**src/rtl/board_renderer_pipe_if.sv**
```systemverilog
// Pixel-side bus of board_renderer_pipe: raster position, cursor and board state in, colour out.
// Signal prefixes are from the renderer's point of view (i_ into it, o_ out of it).
interface board_renderer_pipe_if #(
    parameter int N = 5
);
    logic [9:0]       i_x;
    logic [9:0]       i_y;
    logic             i_visible;
    logic             i_frame_tick;
    logic [2:0]       i_cur_i;
    logic [2:0]       i_cur_j;
    logic             i_cur_sel;
    logic [2*N*N-1:0] i_board_a;
    logic [2*N*N-1:0] i_board_b;
    logic [7:0]       o_r;
    logic [7:0]       o_g;
    logic [7:0]       o_b;
    logic             o_rgb_valid;

    modport master (
        output i_x, i_y, i_visible, i_frame_tick, i_cur_i, i_cur_j, i_cur_sel, i_board_a, i_board_b,
        input  o_r, o_g, o_b, o_rgb_valid
    );

    modport slave (
        input  i_x, i_y, i_visible, i_frame_tick, i_cur_i, i_cur_j, i_cur_sel, i_board_a, i_board_b,
        output o_r, o_g, o_b, o_rgb_valid
    );
endinterface

```
**src/rtl/board_renderer_pipe.sv**
```systemverilog
// Two-stage VGA pixel generator for two N x N game boards drawn side by side.
// Cell position comes from incremental counters; stage 2 applies cell colour, ship hiding and cursor blink.
module board_renderer_pipe #(
    parameter int N          = 5,
    parameter int CELL       = 58,
    parameter int FRAME      = 2,
    parameter int GAP        = 0,
    parameter int BLINK      = 16,
    parameter int HIDE_SHIPS = 1
) (
    input  logic                 clk,
    input  logic                 rst_n,
    board_renderer_pipe_if.slave io_pix
);
    localparam int P   = CELL + FRAME;
    localparam int OW  = (P > 2) ? $clog2(P) : 1;
    localparam int OW1 = OW + 1;
    localparam int BW  = (N > 1) ? $clog2(2 * N * N) : 1;
    localparam int KW  = (BLINK > 2) ? $clog2(BLINK) : 1;

    localparam logic [OW-1:0] LP_OFF_LAST   = OW'(P - 1);
    localparam logic [OW:0]   LP_FRAME      = OW1'(FRAME);
    localparam logic [OW:0]   LP_CELL       = OW1'(CELL);
    localparam logic [7:0]    LP_A_END      = 8'(N);
    localparam logic [7:0]    LP_B_BEG      = 8'(N + GAP);
    localparam logic [7:0]    LP_B_END      = 8'(2 * N + GAP);
    localparam logic [2:0]    LP_B_BEG3     = 3'(N + GAP);
    localparam logic [KW-1:0] LP_BLINK_LAST = KW'(BLINK - 1);

    logic [1:0]    r_rst_sync;
    logic          w_rst_n;
    logic [3:0]    r_hcell, r_vcell, w_hcell, w_vcell;
    logic [OW-1:0] r_hoff, r_voff, w_hoff, w_voff;
    logic          w_line_start, w_on_a, w_on_b, w_row_ok, w_inside, w_cursor;
    logic [7:0]    w_hc8;
    logic [2:0]    w_col;
    logic          r_s1_valid, r_s1_draw, r_s1_board_b, r_s1_cursor;
    logic [2:0]    r_s1_row, r_s1_col;
    logic [KW-1:0] r_blink_cnt;
    logic          r_blink_on;
    logic [BW-1:0] w_bit;
    logic [1:0]    w_state;
    logic [23:0]   w_colour;

    // Reset asserts asynchronously but is released two clocks later, in step with clk.
    always_ff @(posedge clk or negedge rst_n) begin
        if (!rst_n) r_rst_sync <= 2'b00;
        else        r_rst_sync <= {r_rst_sync[0], 1'b1};
    end
    assign w_rst_n = r_rst_sync[1];

    always_comb begin
        w_line_start = io_pix.i_visible && (io_pix.i_x == 10'd0);
        w_hcell      = r_hcell;
        w_hoff       = r_hoff;
        w_vcell      = r_vcell;
        w_voff       = r_voff;
        if (w_line_start) begin
            w_hcell = '0;
            w_hoff  = '0;
        end else if (r_hoff == LP_OFF_LAST) begin
            w_hoff = '0;
            if (r_hcell != 4'hF) w_hcell = r_hcell + 4'd1;
        end else begin
            w_hoff = r_hoff + OW'(1);
        end
        if (w_line_start) begin
            if (io_pix.i_y == 10'd0) begin
                w_vcell = '0;
                w_voff  = '0;
            end else if (r_voff == LP_OFF_LAST) begin
                w_voff = '0;
                if (r_vcell != 4'hF) w_vcell = r_vcell + 4'd1;
            end else begin
                w_voff = r_voff + OW'(1);
            end
        end
    end

    // Column modulo 8 is exact here because a board-B column always lies in 0..N-1.
    always_comb begin
        w_hc8    = {4'd0, w_hcell};
        w_on_a   = w_hc8 < LP_A_END;
        w_on_b   = (w_hc8 >= LP_B_BEG) && (w_hc8 < LP_B_END);
        w_col    = w_on_a ? w_hcell[2:0] : (w_hcell[2:0] - LP_B_BEG3);
        w_row_ok = {4'd0, w_vcell} < LP_A_END;
        w_inside = ({1'b0, w_hoff} >= LP_FRAME) && ({1'b0, w_hoff} < LP_CELL) &&
                   ({1'b0, w_voff} >= LP_FRAME) && ({1'b0, w_voff} < LP_CELL);
        w_cursor = w_inside && w_row_ok && (io_pix.i_cur_sel ? w_on_b : w_on_a) &&
                   (w_vcell[2:0] == io_pix.i_cur_i) && (w_col == io_pix.i_cur_j);
    end

    always_ff @(posedge clk or negedge w_rst_n) begin
        if (!w_rst_n) begin
            r_hcell      <= '0;
            r_hoff       <= '0;
            r_vcell      <= '0;
            r_voff       <= '0;
            r_s1_valid   <= 1'b0;
            r_s1_draw    <= 1'b0;
            r_s1_board_b <= 1'b0;
            r_s1_cursor  <= 1'b0;
            r_s1_row     <= '0;
            r_s1_col     <= '0;
        end else begin
            if (io_pix.i_visible) begin
                r_hcell <= w_hcell;
                r_hoff  <= w_hoff;
                r_vcell <= w_vcell;
                r_voff  <= w_voff;
            end
            r_s1_valid   <= io_pix.i_visible;
            r_s1_draw    <= w_inside && w_row_ok && (w_on_a || w_on_b);
            r_s1_board_b <= w_on_b;
            r_s1_cursor  <= w_cursor;
            r_s1_row     <= w_vcell[2:0];
            r_s1_col     <= w_col;
        end
    end

    always_ff @(posedge clk or negedge w_rst_n) begin
        if (!w_rst_n) begin
            r_blink_cnt <= '0;
            r_blink_on  <= 1'b0;
        end else if (io_pix.i_frame_tick) begin
            if (r_blink_cnt == LP_BLINK_LAST) begin
                r_blink_cnt <= '0;
                r_blink_on  <= ~r_blink_on;
            end else begin
                r_blink_cnt <= r_blink_cnt + KW'(1);
            end
        end
    end

    // Boards are read here rather than in stage 1, so a board update shows on the very next pixel.
    always_comb begin
        w_bit    = BW'(2 * (int'(r_s1_row) * N + int'(r_s1_col)));
        w_state  = r_s1_board_b ? io_pix.i_board_b[w_bit +: 2] : io_pix.i_board_a[w_bit +: 2];
        w_colour = '0;
        unique case (w_state)
            2'b00:   w_colour = 24'h0000FF;
            2'b01:   w_colour = (r_s1_board_b && HIDE_SHIPS != 0) ? 24'h0000FF : 24'h808080;
            2'b10:   w_colour = 24'hFF0000;
            default: w_colour = 24'hFFFF00;
        endcase
        if (r_s1_cursor && r_blink_on) w_colour = 24'hFFFFFF;
        if (!r_s1_valid || !r_s1_draw) w_colour = 24'h000000;
    end

    always_ff @(posedge clk or negedge w_rst_n) begin
        if (!w_rst_n) begin
            io_pix.o_r         <= '0;
            io_pix.o_g         <= '0;
            io_pix.o_b         <= '0;
            io_pix.o_rgb_valid <= 1'b0;
        end else begin
            {io_pix.o_r, io_pix.o_g, io_pix.o_b} <= w_colour;
            io_pix.o_rgb_valid                   <= r_s1_valid;
        end
    end
endmodule
```
**src/flat_wrapper.sv**
```systemverilog
// flat-port wrapper written by rule: the top's interface ports become plain ports
module board_renderer_pipe_flat 
#(
    parameter int N          = 5,
    parameter int CELL       = 58,
    parameter int FRAME      = 2,
    parameter int GAP        = 0,
    parameter int BLINK      = 16,
    parameter int HIDE_SHIPS = 1
)
  (clk, rst_n, io_pix_i_x, io_pix_i_y, io_pix_i_visible, io_pix_i_frame_tick, io_pix_i_cur_i, io_pix_i_cur_j, io_pix_i_cur_sel, io_pix_i_board_a, io_pix_i_board_b, io_pix_o_r, io_pix_o_g, io_pix_o_b, io_pix_o_rgb_valid);
  board_renderer_pipe_if #(.N(N)) io_pix_i ();
  input  logic clk;
  input  logic rst_n;
  input wire logic [$bits(io_pix_i.i_x)-1:0] io_pix_i_x;
  input wire logic [$bits(io_pix_i.i_y)-1:0] io_pix_i_y;
  input wire logic [$bits(io_pix_i.i_visible)-1:0] io_pix_i_visible;
  input wire logic [$bits(io_pix_i.i_frame_tick)-1:0] io_pix_i_frame_tick;
  input wire logic [$bits(io_pix_i.i_cur_i)-1:0] io_pix_i_cur_i;
  input wire logic [$bits(io_pix_i.i_cur_j)-1:0] io_pix_i_cur_j;
  input wire logic [$bits(io_pix_i.i_cur_sel)-1:0] io_pix_i_cur_sel;
  input wire logic [$bits(io_pix_i.i_board_a)-1:0] io_pix_i_board_a;
  input wire logic [$bits(io_pix_i.i_board_b)-1:0] io_pix_i_board_b;
  output wire logic [$bits(io_pix_i.o_r)-1:0] io_pix_o_r;
  output wire logic [$bits(io_pix_i.o_g)-1:0] io_pix_o_g;
  output wire logic [$bits(io_pix_i.o_b)-1:0] io_pix_o_b;
  output wire logic [$bits(io_pix_i.o_rgb_valid)-1:0] io_pix_o_rgb_valid;
  assign io_pix_i.i_x = io_pix_i_x;
  assign io_pix_i.i_y = io_pix_i_y;
  assign io_pix_i.i_visible = io_pix_i_visible;
  assign io_pix_i.i_frame_tick = io_pix_i_frame_tick;
  assign io_pix_i.i_cur_i = io_pix_i_cur_i;
  assign io_pix_i.i_cur_j = io_pix_i_cur_j;
  assign io_pix_i.i_cur_sel = io_pix_i_cur_sel;
  assign io_pix_i.i_board_a = io_pix_i_board_a;
  assign io_pix_i.i_board_b = io_pix_i_board_b;
  assign io_pix_o_r = io_pix_i.o_r;
  assign io_pix_o_g = io_pix_i.o_g;
  assign io_pix_o_b = io_pix_i.o_b;
  assign io_pix_o_rgb_valid = io_pix_i.o_rgb_valid;
  board_renderer_pipe #(.N(N), .CELL(CELL), .FRAME(FRAME), .GAP(GAP), .BLINK(BLINK), .HIDE_SHIPS(HIDE_SHIPS)) u_core (.clk(clk), .rst_n(rst_n), .io_pix(io_pix_i));
endmodule
```
**config.mk**
```make
export PLATFORM = sky130hd
export DESIGN_NAME = board_renderer_pipe_flat
export DESIGN_NICKNAME = d
export VERILOG_FILES = /design/src/rtl/board_renderer_pipe_if.sv /design/src/rtl/board_renderer_pipe.sv /design/src/flat_wrapper.sv
export SDC_FILE = /design/constraint.sdc
export NUM_CORES = 1
export LEC_CHECK = 0
export ABC_CLOCK_PERIOD_IN_PS = 2000
export CORE_ASPECT_RATIO = 1.75
export CORE_MARGIN = 1
export CORE_UTILIZATION = 48
export CTS_CLUSTER_SIZE = 25
export DETAILED_ROUTE_END_ITERATION = 10
export GPL_ROUTABILITY_DRIVEN = 0
export PLACE_DENSITY = 0.95
export SYNTH_ARGS = -nofsm -noshare
export SYNTH_HDL_FRONTEND = slang
export SYNTH_SLANG_ARGS = --single-unit
export TNS_END_PERCENT = 5
```
**constraint.sdc**
```tcl
create_clock -name clk -period 2 [get_ports clk]
set_input_delay 0.4 -clock clk [delete_from_list [all_inputs] [get_ports clk]]
set_output_delay 0.4 -clock clk [all_outputs]
set_load 0.005 [all_outputs]
```
## Word level (Yosys, flattened, before mapping)

Cells that the tools add are included.

- Add/subtract/negate cells: 7
- Multiply operators: 1
- $lt $le $gt $ge: 8
- Eq/ne operators: 9
- Shift-type cells: 2
- Multiplexer cells: 20
- Bitwise logic cells: 1
- Reduce and logical (&&, ||, !) cells: 19

Operator list:

| kind | count |
|---|---|
| 50-bit by 7-bit variable part select with 2-bit output | 2 |
| 24-bit 2-to-1 mux | 3 |
| 24-bit case mux with 3 select lines | 1 |
| 4-bit 2-to-1 mux | 8 |
| 6-bit 2-to-1 mux | 5 |
| 10-bit logical NOT | 2 |
| 4-bit by 1-bit adder with 4-bit output (second input constant) | 3 |
| 6-bit by 1-bit adder with 6-bit output (second input constant) | 2 |
| 6-bit equality test (second input constant) | 2 |
| 6-bit by 2-bit greater-or-equal comparator with 1-bit output (second input constant) | 2 |
| 6-bit less-than comparator (second input constant) | 2 |
| 1-bit logical AND | 11 |
| 4-bit by 3-bit less-than comparator with 1-bit output (second input constant) | 2 |
| 4-bit != test (second input constant) | 2 |
| 3-bit equality test | 2 |
| 5-bit by 4-bit adder with 5-bit output | 1 |
| 3-bit by 3-bit multiplier with 5-bit output (second input constant) | 1 |
| 4-bit equality test (second input constant) | 1 |
| 4-bit by 3-bit greater-or-equal comparator with 1-bit output (second input constant) | 1 |
| 4-bit less-than comparator (second input constant) | 1 |
| 3-bit 2-to-1 mux | 1 |
| 3-bit subtractor (second input constant) | 1 |
| 2-bit by 1-bit equality test with 1-bit output (second input constant) | 1 |
| 2-bit equality test (second input constant) | 1 |
| 7 further kinds | 9 |

- Register bits after elaboration: 62
- Output and inout port bits: 25
- Word-level logic and storage cells: 84

## Logic depth before layout (Yosys ltp)

- Word-level depth: 11
- Depth in mapped cells: 13

## Worst setup path before layout

OpenSTA, ideal clock, no wires.

- Kind: register -> register
- Start point: register u_core.r_s1_row[0]
- End point: register u_core.io_pix.o_g[7]
- Arrival: 2.954 ns
- Data required time: 1.872 ns
- Setup slack: -1.082 ns
- Stages on the path, launching flop included: 13
- Buffers on the path: 2
- Clock period less this slack: 3.082 ns
- Cells stage by stage: dfrtp_1 ha_1 ha_1 inv_1 fa_1 clkbuf_1 buf_2 nand3_1 and4_1 nor4_1 a21oi_1 nor2_1 a21boi_1

- Word-level cells in the longest chain between the ends: 8
- Elaborated cells between the ends (all ways): 11

RTL lines:

| what | line | source |
|---|---|---|
| start: declaration | board_renderer_pipe.sv:38 | `logic [2:0] r_s1_row, r_s1_col;` |
| start signal: assignment | board_renderer_pipe.sv:116 | `r_s1_row <= w_vcell[2:0];` |
| 3-bit by 3-bit multiplier with 5-bit output (*) | board_renderer_pipe.sv:137 | `w_bit = BW'(2 * (int'(r_s1_row) * N + int'(r_s1_col)));` |
| 5-bit by 4-bit adder with 5-bit output (*) | board_renderer_pipe.sv:137 |  |
| 50-bit by 7-bit variable part select with 2-bit output | board_renderer_pipe.sv:138 | `w_state = r_s1_board_b ? io_pix.i_board_b[w_bit +: 2] : io_pix.i_board_a[w_bit +: 2];` |
| 2-bit 2-to-1 mux (*) | board_renderer_pipe.sv:138 |  |
| 2-bit equality test, or another cell as far along | board_renderer_pipe.sv:140 | `unique case (w_state)` |
| 24-bit case mux with 3 select lines (*) | board_renderer_pipe.sv:140 |  |
| 24-bit 2-to-1 mux (*) | board_renderer_pipe.sv:146 | `if (r_s1_cursor && r_blink_on) w_colour = 24'hFFFFFF;` |
| 24-bit 2-to-1 mux (*) | board_renderer_pipe.sv:147 | `if (!r_s1_valid \|\| !r_s1_draw) w_colour = 24'h000000;` |
| via u_core.w_colour[15] | board_renderer_pipe.sv:43 | `logic [23:0] w_colour;` |
| end signal: assignment | board_renderer_pipe.sv:157 | `{io_pix.o_r, io_pix.o_g, io_pix.o_b} <= w_colour;` |
| end: declaration | board_renderer_pipe_if.sv:27 | `output o_r, o_g, o_b, o_rgb_valid` |

Mark *: on every way through the listed nets, which the timed path passes. The rest lies on a longest branch.
A chain may end at the register's enable or synchronous reset.

## Worst setup path in the final report

- Start point: register u_core.r_s1_row[2]
- End point: register u_core.io_pix.o_g[7]

The elaborated chain is that of the path after synthesis.

==> reports/results.md <==
| Group | Item | Value |
| --- | --- | --- |
| finish | Most common library cell in the layout ignoring fill and taps | clkdlybuf4s50_1 |
| logic synthesis | Number of unique standard cell types used by synthesis | 72 |
| worst setup path | Beginning of the critical path | u_core.r_s1_row[2] |
| power | Int Pwr | 4.63 mW |
| grt | Antenna violations before repair | 0 |
| worst setup path | Required time of the critical path | 2.22 ns |
| sta | Final Max Slew Viols | 0 |
| clock network | CTS tree | done |
| logic synthesis | Number of flops mapped to enable cells by yosys | 0 |
| logic synthesis | Syn nets | 527 |
| sta | Worst hold margin | 0.255 ns |
| power | VDD IR max | 0.825 mV |
| clock network | CTS Buffer Depth | 2 |
| sta | Final critical delay including setup and external delays | 3.40 ns |
| floorplan | Die footprint | 0.00843 mm² |
| floorplan | Width of the die | 69.8 µm |
| sta | Final worst path period share | 170% |
| job | Max-capacitance violation count | 0 |
| logic synthesis | Main flop type after synthesis | dfrtp_1 |
| finish | NumNets Final | 742 |
| clock network | Total number of H-tree levels | 2 |
| clock network | Number of buffers inserted by hold repair at cts | 0 |
| worst setup path | Length in cells of the worst reg-to-reg path | 9 |
| clock network | Clk Latency, worst-skew pair | 0.30 ns |
| floorplan | Die height | 121 µm |
| routing | Routed len/inst | 25.9 µm |
| worst setup path | Critical Path Most Common Cell | ha_4 |
| grt | Congestion Overflow GR | 0 |
| sta | Unrepaired setup endpoints after global routing | true |
| sta | Total setup violations reported at the end of the flow | 14 |
| finish | Share of final-layout standard cells stronger than drive strength 1 | 31.2% |
| sta | Fin. Hold Viols | 0 |
| finish | Signed area change from the synthesized netlist to the final layout | 66.7% |
| placement | Port Buffers | 155 |
| sta | Slew Limit Headroom | 61.7% |
| logic synthesis | Total standard cell area after synthesis | 0.00387 mm² |
| routing | Avg Vias per Cell | 6.67 |
| floorplan | Standard-cell rows | 43 |
| grt | Pin count of the biggest net entering global routing | 43 |
| grt | Total GRT Usage | 39.0% |
| routing | DRC Markers | 0 |
| logic synthesis | Post-synthesis area per instance | 10.2 µm² |
| sta | Post-Route Skew | 0.00842 ns |
| logic synthesis | Number of flip-flops and latches in the synthesized netlist | 44 |
| logic synthesis | Synth warnings | 0 |
| hold path | Type of the most critical hold path | input pin to asynchronous set/reset pin |
| worst setup path | Data arrival time of the critical path | 3.62 ns |
| power | Leakage power | 2.61 nW |
| power | Clock group share of total power | 12.6% |
| worst setup path | Delay of the slowest cell on the worst path | 0.67 ns |
| finish | Area used by multi-input combinational logic | 0.00267 mm² |
| power | Power density of the placed cells | 1220 mW/mm² |
| routing | First-iteration detailed-routing DRC count | 364 |
| worst setup path | Reg-to-reg setup timing slack | -1.40 ns |
| outcome | Violated checks | setup timing |
| sta | Slew at the pin closest to its max-slew limit | 0.575 ns |
| power | Combinational group share of total power | 69.9% |
| worst setup path | Startpoint class of the critical path | register |
| routing | Vias after detailed routing | 4573 |
| clock network | Clock-pin slew on the worst setup and hold paths | 0.07 ns |
| routing | Number of nets with antenna violations after detailed routing | 0 |
| floorplan | Core area | 0.00786 mm² |
| worst setup path | Beginning of the worst register-to-register path | u_core.r_s1_row[2] |
| finish | Sequential cell area in the final layout | 0.00110 mm² |
| outcome | Result of the run | finished, violations left |
| worst setup path | Capture instance of the worst register-to-register path | u_core.io_pix.o_g[7] |
| worst setup path | CP max FO | 6 |
| worst setup path | Standard cell with the maximum stage delay on the critical path | fa_2 |
| worst setup path | Cells traversed along the worst timing path | ha_4 -> ha_4 -> inv_2 -> fa_2 -> buf_12 -> or4b_1 -> or3_1 -> a41oi_2 -> a21boi_2 |
| logic synthesis | Number of instances in the synthesized netlist | 380 |
| clock network | CTS Buf Count | 5 |
| placement | HPWL reported at the end of detailed placement | 10.9 mm |
| finish | Highest-count cells in the layout ignoring fill and taps | clkdlybuf4s50_1, buf_4, dfrtp_1 |
| clock network | Sinks on the clock net | 44 |
| sta | Setup tns final | -10.39 ns |
| worst setup path | Crit path capture type | register |
| floorplan | IO Pins | 156 |
| grt | Via count of the first global-routing pass | 4805 |
| clock network | Root Buffer Master | clkbuf_16 |
| worst setup path | CP delay by family, top | adder cells |
| finish | Fill cell count | 381 |
| floorplan | Initial core utilization | 49.2% |
| power | Switching portion of total power | 41.0% |
| sta | Maximum clock rate | 294 MHz |
| logic synthesis | Portion of the post-synthesis area used by sequential elements | 28.5% |
| finish | Final design utilization | 82.0% |
| routing | Detailed Routing Iterations Pass 1 | 5 |
| finish | Diode insertion count for antenna repair | 0 |
| logic synthesis | Post-synth ARST share | 100% |
| worst setup path | Worst Path Class, Setup | register to register |
| sta | Final critical-path setup slack | -1.40 ns |
| grt | First-pass GRT wire length | 25.0 mm |
| power | Seq pwr share | 17.5% |
| routing | Final WL | 17.8 mm |
| power | Switching power summed over all nets | 3.22 mW |
| worst setup path | WP buf/inv | 2 |
[cells by family after synthesis]
kind of cell / Yosys count / synth area share, %
AOI/OAI and AO/OA: 80 / 13.5
adders and majority gates: 16 / 5.37
other: 1 / 0.0970
buffers and inverters: 56 / 9.29
xor gates and xnor gates: 17 / 3.85
DFF: 44 / 28.5
and+or+nand+nor: 115 / 18.9
muxes: 51 / 20.6
[final cells by class]
type	count	area share, %
Multi-Input combinational cell	280	41.4
Tap cell	90	1.75
Clock inverter	3	0.718
Timing Repair Buffer	248	36.2
Clock buffer	5	1.94
Sequential cell	44	17.1
Inverter	16	0.932
[cell usage after synthesis (12+ instances only)]
| cell type | n | area (µm²) |
|---|---|---|
| dfrtp_1 | 44 | 1100 |
| buf_4 | 23 | 173 |
| mux4_2 | 22 | 495 |
| o21ai_0 | 22 | 110 |
| mux2i_1 | 21 | 210 |
| nand2_1 | 21 | 78.8 |
| a21oi_1 | 16 | 80.1 |
| inv_1 | 16 | 60.1 |
| ha_1 | 15 | 188 |
| nand3_1 | 13 | 65.1 |
| xnor2_1 | 13 | 114 |
| nor2_1 | 12 | 45.0 |
[sequential cells by signal, summed over array words and instances (netlist names)]
| name | cells |
|---|---|
| u_core.io_pix.o_b | 2 |
| u_core.io_pix.o_g | 2 |
| u_core.io_pix.o_r | 2 |
| u_core.io_pix.o_rgb_valid | 1 |
| u_core.r_blink_cnt | 4 |
| u_core.r_blink_on | 1 |
| u_core.r_hcell | 4 |
| u_core.r_hoff | 6 |
| u_core.r_rst_sync | 2 |
| u_core.r_s1_board_b | 1 |
| u_core.r_s1_col | 3 |
| u_core.r_s1_cursor | 1 |
| u_core.r_s1_draw | 1 |
| u_core.r_s1_row | 3 |
| u_core.r_s1_valid | 1 |
| u_core.r_vcell | 4 |
| u_core.r_voff | 6 |
[metal layers]
| metal | GRT usage (%) | part of all wire (%) |
|---|---|---|
| met1 | 36.0 | 30 |
| met2 | 69.2 | 50 |
| met3 | 11.3 | 10 |
| met4 | 31.9 | 10 |
| met5 | 0 | 0 |
[worst max path at each step]
| stage | endpoint | slack, ns | cells past startpoint |
|---|---|---|---|
| 6_report | u_core.io_pix.o_g[7] | -1.40 | 9 |
| 5_1_grt | u_core.io_pix.o_g[7] | -1.42 | 9 |
| 4_1_cts | u_core.io_pix.o_r[7] | -1.11 | 13 |
| 3_5_place_dp | u_core.io_pix.o_g[7] | -1.35 | 11 |
| 3_3_place_gp | u_core.io_pix.o_g[7] | -1.05 | 11 |
| 2_1_floorplan | u_core.io_pix.o_b[6] | -0.79 | 9 |
[stage by stage]
stage               instances  setup WS (ns)  power [mW]  cell area [µm²]
floorplan                 380         -0.793        4.04             3890
global placement          673          -1.05        5.47             5940
detailed placement        673          -1.35        5.77             5940
CTS                       686          -1.11        7.19             6290
global route              686          -1.42        8.12             6440
finish                    686          -1.40        7.85             6440
[worst register-to-register path: stages, from the launching register on]
cell and delay (ns):
dfrtp_1 0.45, ha_4 0.25, ha_4 0.28, inv_2 0.05, fa_2 0.67, buf_12 0.15
or4b_1 0.46, or3_1 0.40, a41oi_2 0.34, a21boi_2 0.26
[power groups by stage]
stage / Sequential [mW] / Combinational [mW] / Clock, mW
3_3_place_gp: 1.31 / 4.16 / 0
2_1_floorplan: 1.31 / 2.73 / 0
6_report: 1.37 / 5.49 / 0.987
3_5_place_dp: 1.34 / 4.43 / 0
5_1_grt: 1.38 / 5.72 / 1.02
4_1_cts: 1.33 / 4.90 / 0.957
[timing repair]
| item | CTS | global route |
|---|---|---|
| setup buffers | 4 | 0 |
| endpoints found under the setup margin | 23 | 25 |
| resized for setup | 25 | 24 |
| pin swaps | 9 | 9 |
| gates cloned | 1 | 0 |
No activity file was read; power rests on OpenSTA's default activity.
